<file path="src/rtl/prio_arbiter_pkg.sv">
// Shared types and helpers for the prio_arbiter slice.
// The arbiter FSM state and the hold-counter width helper live here.
package arb_pkg;

  typedef enum logic {ARB_IDLE, ARB_GRANT} arb_state_t;

  // Width that can hold every value 0..max_hold without wrapping.
  function automatic int hold_cnt_width(input int max_hold);
    return $clog2(max_hold + 1);
  endfunction

endpackage

</file>
<file path="src/rtl/prio_arbiter_if.sv">
// Request/grant bundle between 2**N requesters and prio_arbiter.
// The master side drives requests and done; the slave (arbiter) drives the grant.
interface prio_arbiter_if #(
  parameter int N = 2
) ();
  logic [2**N-1:0] req;
  logic            done;
  logic            gnt_valid;
  logic [N-1:0]    gnt_idx;
  logic [2**N-1:0] gnt_onehot;
  logic            timeout;

  modport master (
    output req, done,
    input  gnt_valid, gnt_idx, gnt_onehot, timeout
  );

  modport slave (
    input  req, done,
    output gnt_valid, gnt_idx, gnt_onehot, timeout
  );
endinterface

</file>
<file path="src/rtl/prio_arbiter_pick.sv">
// prio_pick: combinational masked search over a request vector from a start index.
// DESCEND=1 scans start, start-1, ... with wrap; DESCEND=0 scans upward with wrap.
module prio_pick #(
  parameter int N       = 2,
  parameter bit DESCEND = 1'b0
) (
  input  logic [2**N-1:0] i_req,
  input  logic [N-1:0]    i_start,
  output logic            o_found,
  output logic [N-1:0]    o_idx
);
  localparam int W = 2**N;

  logic [W-1:0] w_rot;
  logic [N-1:0] w_off;

  // w_rot[k] is the request seen k steps away from the start in scan order.
  generate
    for (genvar gi = 0; gi < W; gi++) begin : g_rot
      logic [N-1:0] w_pos;
      if (DESCEND) begin : g_dn
        assign w_pos = i_start - N'(gi);
      end else begin : g_up
        assign w_pos = i_start + N'(gi);
      end
      assign w_rot[gi] = i_req[w_pos];
    end
  endgenerate

  always_comb begin
    w_off = '0;
    for (int i = W - 1; i >= 0; i--) begin
      if (w_rot[i]) w_off = N'(i);
    end
  end

  assign o_found = |i_req;
  assign o_idx   = DESCEND ? (i_start - w_off) : (i_start + w_off);

endmodule

</file>
<file path="src/rtl/prio_arbiter.sv">
// prio_arbiter: registered 2**N-way arbiter with a per-grant hold limit of MAX_HOLD cycles.
// Define ARB_RR_EN for round-robin selection; otherwise the highest requesting index wins.
module prio_arbiter #(
  parameter int N        = 2,
  parameter int MAX_HOLD = 8
) (
  input logic           clk,
  input logic           reset,
  prio_arbiter_if.slave bus
);
  import arb_pkg::*;

  localparam int              W         = 2**N;
  localparam int              HW        = hold_cnt_width(MAX_HOLD);
  localparam logic [HW-1:0]   HOLD_LAST = HW'(MAX_HOLD - 1);

  arb_state_t      r_state;
  logic            r_gnt_valid;
  logic [N-1:0]    r_gnt_idx;
  logic [W-1:0]    r_gnt_onehot;
  logic            r_timeout;
  logic [HW-1:0]   r_hold_cnt;

  logic            w_found;
  logic [N-1:0]    w_win;
  logic [N-1:0]    w_start;
  logic            w_release_normal;
  logic            w_expired;

`ifdef ARB_RR_EN
  logic [N-1:0] r_ptr;

  // Search begins one past the previous owner so every requester gets a turn.
  assign w_start = r_ptr + N'(1);

  prio_pick #(.N(N), .DESCEND(1'b0)) u_pick (
    .i_req   (bus.req),
    .i_start (w_start),
    .o_found (w_found),
    .o_idx   (w_win)
  );

  always_ff @(posedge clk) begin
    if (reset) begin
      r_ptr <= '1;
    end else if (r_state == ARB_IDLE && w_found) begin
      r_ptr <= w_win;
    end
  end
`else
  assign w_start = '1;

  prio_pick #(.N(N), .DESCEND(1'b1)) u_pick (
    .i_req   (bus.req),
    .i_start (w_start),
    .o_found (w_found),
    .o_idx   (w_win)
  );
`endif

  // A normal release outranks expiry, so a coinciding done/drop never pulses timeout.
  assign w_release_normal = bus.done || !bus.req[r_gnt_idx];
  assign w_expired        = (r_hold_cnt == HOLD_LAST);

  always_ff @(posedge clk) begin
    if (reset) begin
      r_state      <= ARB_IDLE;
      r_gnt_valid  <= 1'b0;
      r_gnt_idx    <= '0;
      r_gnt_onehot <= '0;
      r_timeout    <= 1'b0;
      r_hold_cnt   <= '0;
    end else begin
      case (r_state)
        ARB_IDLE: begin
          r_timeout <= 1'b0;
          if (w_found) begin
            r_state      <= ARB_GRANT;
            r_gnt_valid  <= 1'b1;
            r_gnt_idx    <= w_win;
            r_gnt_onehot <= W'(1) << w_win;
            r_hold_cnt   <= '0;
          end
        end
        ARB_GRANT: begin
          if (w_release_normal || w_expired) begin
            r_state      <= ARB_IDLE;
            r_gnt_valid  <= 1'b0;
            r_gnt_idx    <= '0;
            r_gnt_onehot <= '0;
            r_timeout    <= !w_release_normal;
          end else begin
            r_hold_cnt <= r_hold_cnt + 1'b1;
          end
        end
      endcase
    end
  end

  assign bus.gnt_valid  = r_gnt_valid;
  assign bus.gnt_idx    = r_gnt_idx;
  assign bus.gnt_onehot = r_gnt_onehot;
  assign bus.timeout    = r_timeout;

endmodule

</file>
<file path="src/flat_wrapper.sv">
// flat-port wrapper written by rule: the top's interface ports become plain ports
module prio_arbiter_flat import arb_pkg::*;
#(
  parameter int N        = 2,
  parameter int MAX_HOLD = 8
)
  (clk, reset, bus_req, bus_done, bus_gnt_valid, bus_gnt_idx, bus_gnt_onehot, bus_timeout);
  prio_arbiter_if #(.N(N)) bus_i ();
  input logic clk;
  input logic reset;
  input wire logic [$bits(bus_i.req)-1:0] bus_req;
  input wire logic [$bits(bus_i.done)-1:0] bus_done;
  output wire logic [$bits(bus_i.gnt_valid)-1:0] bus_gnt_valid;
  output wire logic [$bits(bus_i.gnt_idx)-1:0] bus_gnt_idx;
  output wire logic [$bits(bus_i.gnt_onehot)-1:0] bus_gnt_onehot;
  output wire logic [$bits(bus_i.timeout)-1:0] bus_timeout;
  assign bus_i.req = bus_req;
  assign bus_i.done = bus_done;
  assign bus_gnt_valid = bus_i.gnt_valid;
  assign bus_gnt_idx = bus_i.gnt_idx;
  assign bus_gnt_onehot = bus_i.gnt_onehot;
  assign bus_timeout = bus_i.timeout;
  prio_arbiter #(.N(N), .MAX_HOLD(MAX_HOLD)) u_core (.clk(clk), .reset(reset), .bus(bus_i));
endmodule
</file>
<file path="config.mk">
export PLATFORM = sky130hd
export DESIGN_NAME = prio_arbiter_flat
export DESIGN_NICKNAME = d
export VERILOG_FILES = /design/src/rtl/prio_arbiter_pkg.sv /design/src/rtl/prio_arbiter_if.sv /design/src/rtl/prio_arbiter_pick.sv /design/src/rtl/prio_arbiter.sv /design/src/flat_wrapper.sv
export SDC_FILE = /design/constraint.sdc
export NUM_CORES = 1
export LEC_CHECK = 0
export BUFFER_PORTS_ARGS = -buffer_cell sky130_fd_sc_hd__clkbuf_2
export CAP_MARGIN = 40
export CORE_MARGIN = 1
export CORE_UTILIZATION = 35
export DETAILED_ROUTE_END_ITERATION = 8
export HOLD_SLACK_MARGIN = 0.12
export SLEW_MARGIN = 20
export SYNTH_ARGS = -nofsm -noshare
export SYNTH_HDL_FRONTEND = slang
export SYNTH_SLANG_ARGS = --single-unit
</file>
<file path="constraint.sdc">
create_clock -name clk -period 3.9 [get_ports clk]
set_clock_uncertainty 0.05 [all_clocks]
set_input_delay 0.195 -clock clk [delete_from_list [all_inputs] [get_ports clk]]
set_output_delay 0.195 -clock clk [all_outputs]
set_load 0.1 [all_outputs]
</file>
# After elaboration in Yosys (flattened, before gate mapping)
# Index checks and enable logic that the tools add are counted.
[op_classes] n_addsub=2 order_cmp=1 eq_ne=4 n_shift=1 muxes=23 bitwise=1 n_reduce_logical=7
[ops] cell="4-bit two-way mux" n=4
[ops] cell="4-bit case mux with 2 select lines" n=2
[ops] cell="2-bit two-way mux" n=6
[ops] cell="1-bit two-way mux" n=6
[ops] cell="2-bit != test (second input constant)" n=3
[ops] cell="1-bit case mux with 2 select lines" n=3
[ops] cell="4-bit by 1-bit adder with 4-bit output (second input constant)" n=1
[ops] cell="4-bit by 3-bit equality test with 1-bit output (second input constant)" n=1
[ops] cell="2-bit case mux with 2 select lines" n=1
[ops] cell="2-bit AND reduction" n=2
[ops] cell="4-bit OR reduction" n=1
[ops] cell="1-bit by 2-bit << shifter with 4-bit output (first input constant)" n=1
[ops] cell="2-bit by 3-bit less-than comparator with 1-bit output (second input constant)" n=1
[ops] cell="1-bit binary-select mux with 2-bit select" n=1
[ops] cell="1-bit logical NOT" n=2
[ops] cell="1-bit logical OR" n=2
[ops] cell="2-bit subtractor (first input constant)" n=1
[ops] cell="1-bit inverter" n=1
[totals] reg_bits=13 inputBits=7 output_inout_bits=8 elab_cells=45

# Longest topological paths before layout
[logic_depth] word_depth=8 mapped_depth=5 mapped_depth_nobuf=5

# Modules after synthesis
# Synthesis repeated with hierarchy kept, for this count alone.
[hier_totals] hier_cells=100 hier_area_um2=797.0
[modules_own_cells] module="prio_arbiter" n_inst=1 cells_per_inst=65 area_per_inst_um2=589.3 seq_area_each_um2=260.2
[modules_own_cells] module="prio_pick" n_inst=1 cells_per_inst=35 area_per_inst_um2=207.7 seq_area_each_um2=0.0

# Worst setup path after synthesis
# Ideal clock, no wire load.
[synth_timing] path_type="register to register" from="register u_core.r_gnt_idx[1], in the netlist u_core.bus.gnt_idx[1]" to="register u_core.r_hold_cnt[2]" setup_ns=0.115 arrival_ns=1.905 t_required_ns=3.735 setup_slack_ns=1.830 stages_incl_launch_ff=5 n_path_buf=0 period_less_slack_ns=2.070 cell_sequence="dfxtp_1 mux2i_1 o22ai_4 o22ai_1 a31o_1"
[synth_between] elab_chain_len=7
[synth_lines] element="start: declaration" line="prio_arbiter.sv:19" rtl="logic [N-1:0] r_gnt_idx;"
[synth_lines] element="start signal: assignment" line="prio_arbiter.sv:80" rtl="r_gnt_idx <= w_win;"
[synth_lines] element="1-bit binary-select mux with 2-bit select" line="prio_arbiter.sv:62" rtl="assign w_release_normal = bus.done || !bus.req[r_gnt_idx];"
[synth_lines] element="1-bit two-way mux (not written as such)" line="prio_arbiter.sv:62"
[synth_lines] element="1-bit logical NOT" line="prio_arbiter.sv:62"
[synth_lines] element="1-bit logical OR" line="prio_arbiter.sv:62"
[synth_lines] element="1-bit logical OR" line="prio_arbiter.sv:86" rtl="if (w_release_normal || w_expired) begin"
[synth_lines] element="2-bit != test (no line)"
[synth_lines] element="2-bit AND reduction (no line)"
[synth_lines] element="end signal: assignment" line="prio_arbiter.sv:93" rtl="r_hold_cnt <= r_hold_cnt + 1'b1;"
[synth_lines] element="end: declaration" line="prio_arbiter.sv:22" rtl="logic [HW-1:0] r_hold_cnt;"
# No other way between the ends. The select of a mux whose other input is x is not followed.
# A chain may end at the register's enable or synchronous reset.

# Worst setup path in the final report
[layout_timing] from="register u_core.r_hold_cnt[0]" to="register u_core.r_gnt_onehot[3], in the netlist u_core.bus.gnt_onehot[3]"
[layout_between] elab_chain_len=4
[layout_lines] element="4-bit by 3-bit equality test with 1-bit output" line="prio_arbiter.sv:63" rtl="assign w_expired = (r_hold_cnt == HOLD_LAST);"
[layout_lines] element="1-bit logical OR" line="prio_arbiter.sv:86"
[layout_lines] element="2-bit != test (no line)"
[layout_lines] element="2-bit AND reduction (no line)"
[layout_lines] element="end signal: assignment" line="prio_arbiter.sv:81" rtl="r_gnt_onehot <= W'(1) << w_win;"
[layout_lines] element="end: declaration" line="prio_arbiter.sv:20" rtl="logic [W-1:0] r_gnt_onehot;"
# No other way between the ends.

==> results.sh <==
export IMPL_peakVddDrop_v=0.000191
export IMPL_htree_levels=1
export IMPL_mostFrequentLayoutCells="clkbuf_2 (14), dfxtp_1 (13), a21oi_1 (9)"
export IMPL_worstHoldStart="reset"
export IMPL_hold_buffers=0
export IMPL_fmax_mhz=679
export IMPL_synth_xor_area_share_pct=0
export IMPL_rsz0062_at_grt="false"
export IMPL_first_pass_iters=2
export IMPL_regToRegEndpoint="u_core.bus.gnt_onehot[3]"
export IMPL_worstMarginPinSlew_ns=0.540
export IMPL_die_area_um2=2250
export IMPL_power_uw=307
export IMPL_mostFrequentLayoutCell="clkbuf_2"
export IMPL_grt_busiest_layer="met2"
export IMPL_holdPathEnd="u_core.bus.gnt_onehot[3]"
export IMPL_synth_mux_area_share_pct=6.92
export IMPL_cp_required_ns=4.06
export IMPL_synthSimpleGateAreaFrac_pct=26.8
export IMPL_syn_to_final_growth_pct=13.8
export IMPL_postRouteAntennaNets=0
export IMPL_reg2reg_depth=5
export IMPL_met3_usage_pct=3.40
export IMPL_synth_top_family_by_area="simple AND/OR/NAND/NOR gates"
export IMPL_grt_pass1_wl_mm=2.44
export IMPL_synth_ff_type="dfxtp_1"
export IMPL_reg2reg_slack_ns=2.43
export IMPL_setup_ws_ns=2.43
export IMPL_cap_violations=0
export IMPL_synth_compound_area_share_pct=23.4
export IMPL_die_h_um=47.5
export IMPL_instances_no_fill=121
export IMPL_synth_seq_cells=13
export IMPL_drt_wl_total_mm=1.43
export IMPL_place_hpwl_mm=1.09
export IMPL_synthAdderAreaFrac_pct=1.73
export IMPL_cp_arrival_ns=1.63
export IMPL_slew_headroom_pct=64.2
export IMPL_grt_antenna_before_repair=0
export IMPL_end_kind="flip-flop"
export IMPL_syn_nets=87
export IMPL_drv_slew=0
export IMPL_synthCells=79
export IMPL_wire_per_inst_um=11.8
export IMPL_whs_ns=0.158
export IMPL_seqCellArea_um2=260
export IMPL_drive_gt1_share_pct=25.5
export IMPL_multi_input_area_um2=425
export IMPL_pre_cts_ws_ns=2.46
export IMPL_top_level_ports=15
export IMPL_r2r_start="u_core.r_hold_cnt[0]"
export IMPL_clk_pin_slew_ns=0.08
export IMPL_hp_class="in -> reg"
export IMPL_synth_edf_count=0
export IMPL_fin_crit_sh_pct=37.8
export IMPL_grt_max_degree=11
export IMPL_hold_viol=0
export IMPL_cts_tree="built"
export IMPL_cts_buffers=3
export IMPL_cts_resized=0
export IMPL_cts_num_sinks=13
export IMPL_track_usage_pct=15.7
export IMPL_ys_seq_area_share_pct=36.0
export IMPL_grt_pass1_vias=573
export IMPL_placedCellCount=117
export IMPL_critical_path_class="reg -> reg"
export IMPL_critPathMaxFanout=5
export IMPL_io_buffer_count=14
export IMPL_ys_types=34
export IMPL_outcome="completed"
export IMPL_nFillCells=215
export IMPL_synth_area_per_cell_um2=9.15
export IMPL_drc_errors=0
export IMPL_grtUsageMet1_pct=20.5
export IMPL_synth_area_um2=723
export IMPL_insertion_delay_ns=0.28
export IMPL_fin_nets=103
export IMPL_gp_congestion=0.840
export IMPL_core_area_um2=1940
export IMPL_num_vias=618
export IMPL_std_cell_rows=16
export IMPL_cts_root_buffer="clkbuf_4"
export IMPL_viasPerCell=5.11
export IMPL_leakagePower_nw=0.333
export IMPL_cp_start_kind="flip-flop"
export IMPL_setup_viol=0
export IMPL_grt_ovfl_total=0
export IMPL_period_needed_ns=1.47
export IMPL_hold_depth=2
export IMPL_die_x_um=47.5
export IMPL_async_reset_ff_share_pct=0
export IMPL_cts_setup_buffers=0
export IMPL_powerDensity_nw_per_um2=373
export IMPL_n_antenna_cell=0
export IMPL_initial_core_util_pct=37.2
export IMPL_drt_initial_drc_count=7
export IMPL_yosysWarnings=0
export IMPL_use_met2_pct=24.9
export IMPL_fin_tns_setup_ns=0
export IMPL_cts_buffer_depth=2
==> report_power, final <==
group,internal [mW],switching (mW)
Combinational,0.0203,0.0584
Clock,0.0397,0.0442
Sequential,0.138,0.00642
==> cells in the mapped netlist, types with 2 or more instances <==
| master | instances | area share, % |
|---|---|---|
| buf_6 | 2 | 3.1 |
| and2_1 | 2 | 1.7 |
| mux2i_1 | 5 | 6.9 |
| a31oi_1 | 2 | 1.7 |
| dfxtp_1 | 13 | 36 |
| nand2_1 | 6 | 3.1 |
| nor2_1 | 6 | 3.1 |
| inv_1 | 2 | 1.0 |
| a21oi_1 | 9 | 6.2 |
| o21ai_0 | 2 | 1.4 |
| nand2b_1 | 3 | 2.6 |
| nand3_1 | 3 | 2.1 |
| nor2b_1 | 2 | 1.7 |
| a211oi_2 | 2 | 3.5 |
==> worst max-delay path by stage <==
stage / cells past startpoint / from / endpoint / slack, ns
finish: 5 / u_core.r_hold_cnt[0] / u_core.bus.gnt_onehot[3] / 2.43
global route: 4 / u_core.bus.gnt_idx[0] / u_core.r_hold_cnt[2] / 2.34
CTS: 5 / u_core.r_hold_cnt[0] / u_core.bus.gnt_onehot[3] / 2.43
detailed placement: 5 / u_core.r_hold_cnt[0] / u_core.bus.gnt_onehot[3] / 2.46
global placement: 4 / u_core.bus.gnt_idx[1] / u_core.r_hold_cnt[2] / 2.47
floorplan: 4 / u_core.bus.gnt_idx[1] / u_core.r_hold_cnt[2] / 1.83
==> cell type report <==
class / instances / area share (%)
Inverter: 2 / 0.912
Sequential cell: 13 / 31.6
Tap cell: 27 / 4.10
Multi-Input combinational cell: 61 / 51.7
Timing Repair Buffer: 14 / 8.51
Clock buffer: 4 / 3.19
==> per-stage QoR <==
step	utilization [%]	cell area, um2
final	42.4	823
after global routing	42.4	823
after CTS	42.4	823
after detailed placement	41.0	797
after global placement	41.0	797
after floorplan	-	723
==> routing by layer <==
| layer | vias to the layer above | share of wire (%) |
|---|---|---|
| li1 | 322 | - |
| met2 | 14 | 45 |
| met5 | - | 0 |
| met3 | 5 | 3.8 |
| met4 | 0 | 1.5 |
| met1 | 277 | 50 |
==> worst max-delay path: stages, from the launching register on <==
cell and delay [ns]:
dfxtp_1 0.33, ha_1 0.24, and3b_1 0.21, nor2_1 0.25, nand2_1 0.13, a211oi_2 0.19
==> flip-flops by register name, summed over array words and instances, names as in the netlist <==
signal and cells:
u_core.bus.gnt_onehot 4, u_core.r_hold_cnt 4, u_core.bus.gnt_idx 2, u_core.bus.gnt_valid 1, u_core.bus.timeout 1, u_core.r_state 1
==> cell families (layout without fill, tap and decap cells) <==
kind of cell | count (synthesis) | count (layout)
buffers and inverters | 5 | 20
muxes | 5 | 5
DFF | 13 | 13
adders and majority gates | 1 | 1
and+or+nand+nor | 32 | 32
AOI/OAI and AO/OA | 23 | 23
Note: power is estimated with default switching activity, not from simulation.
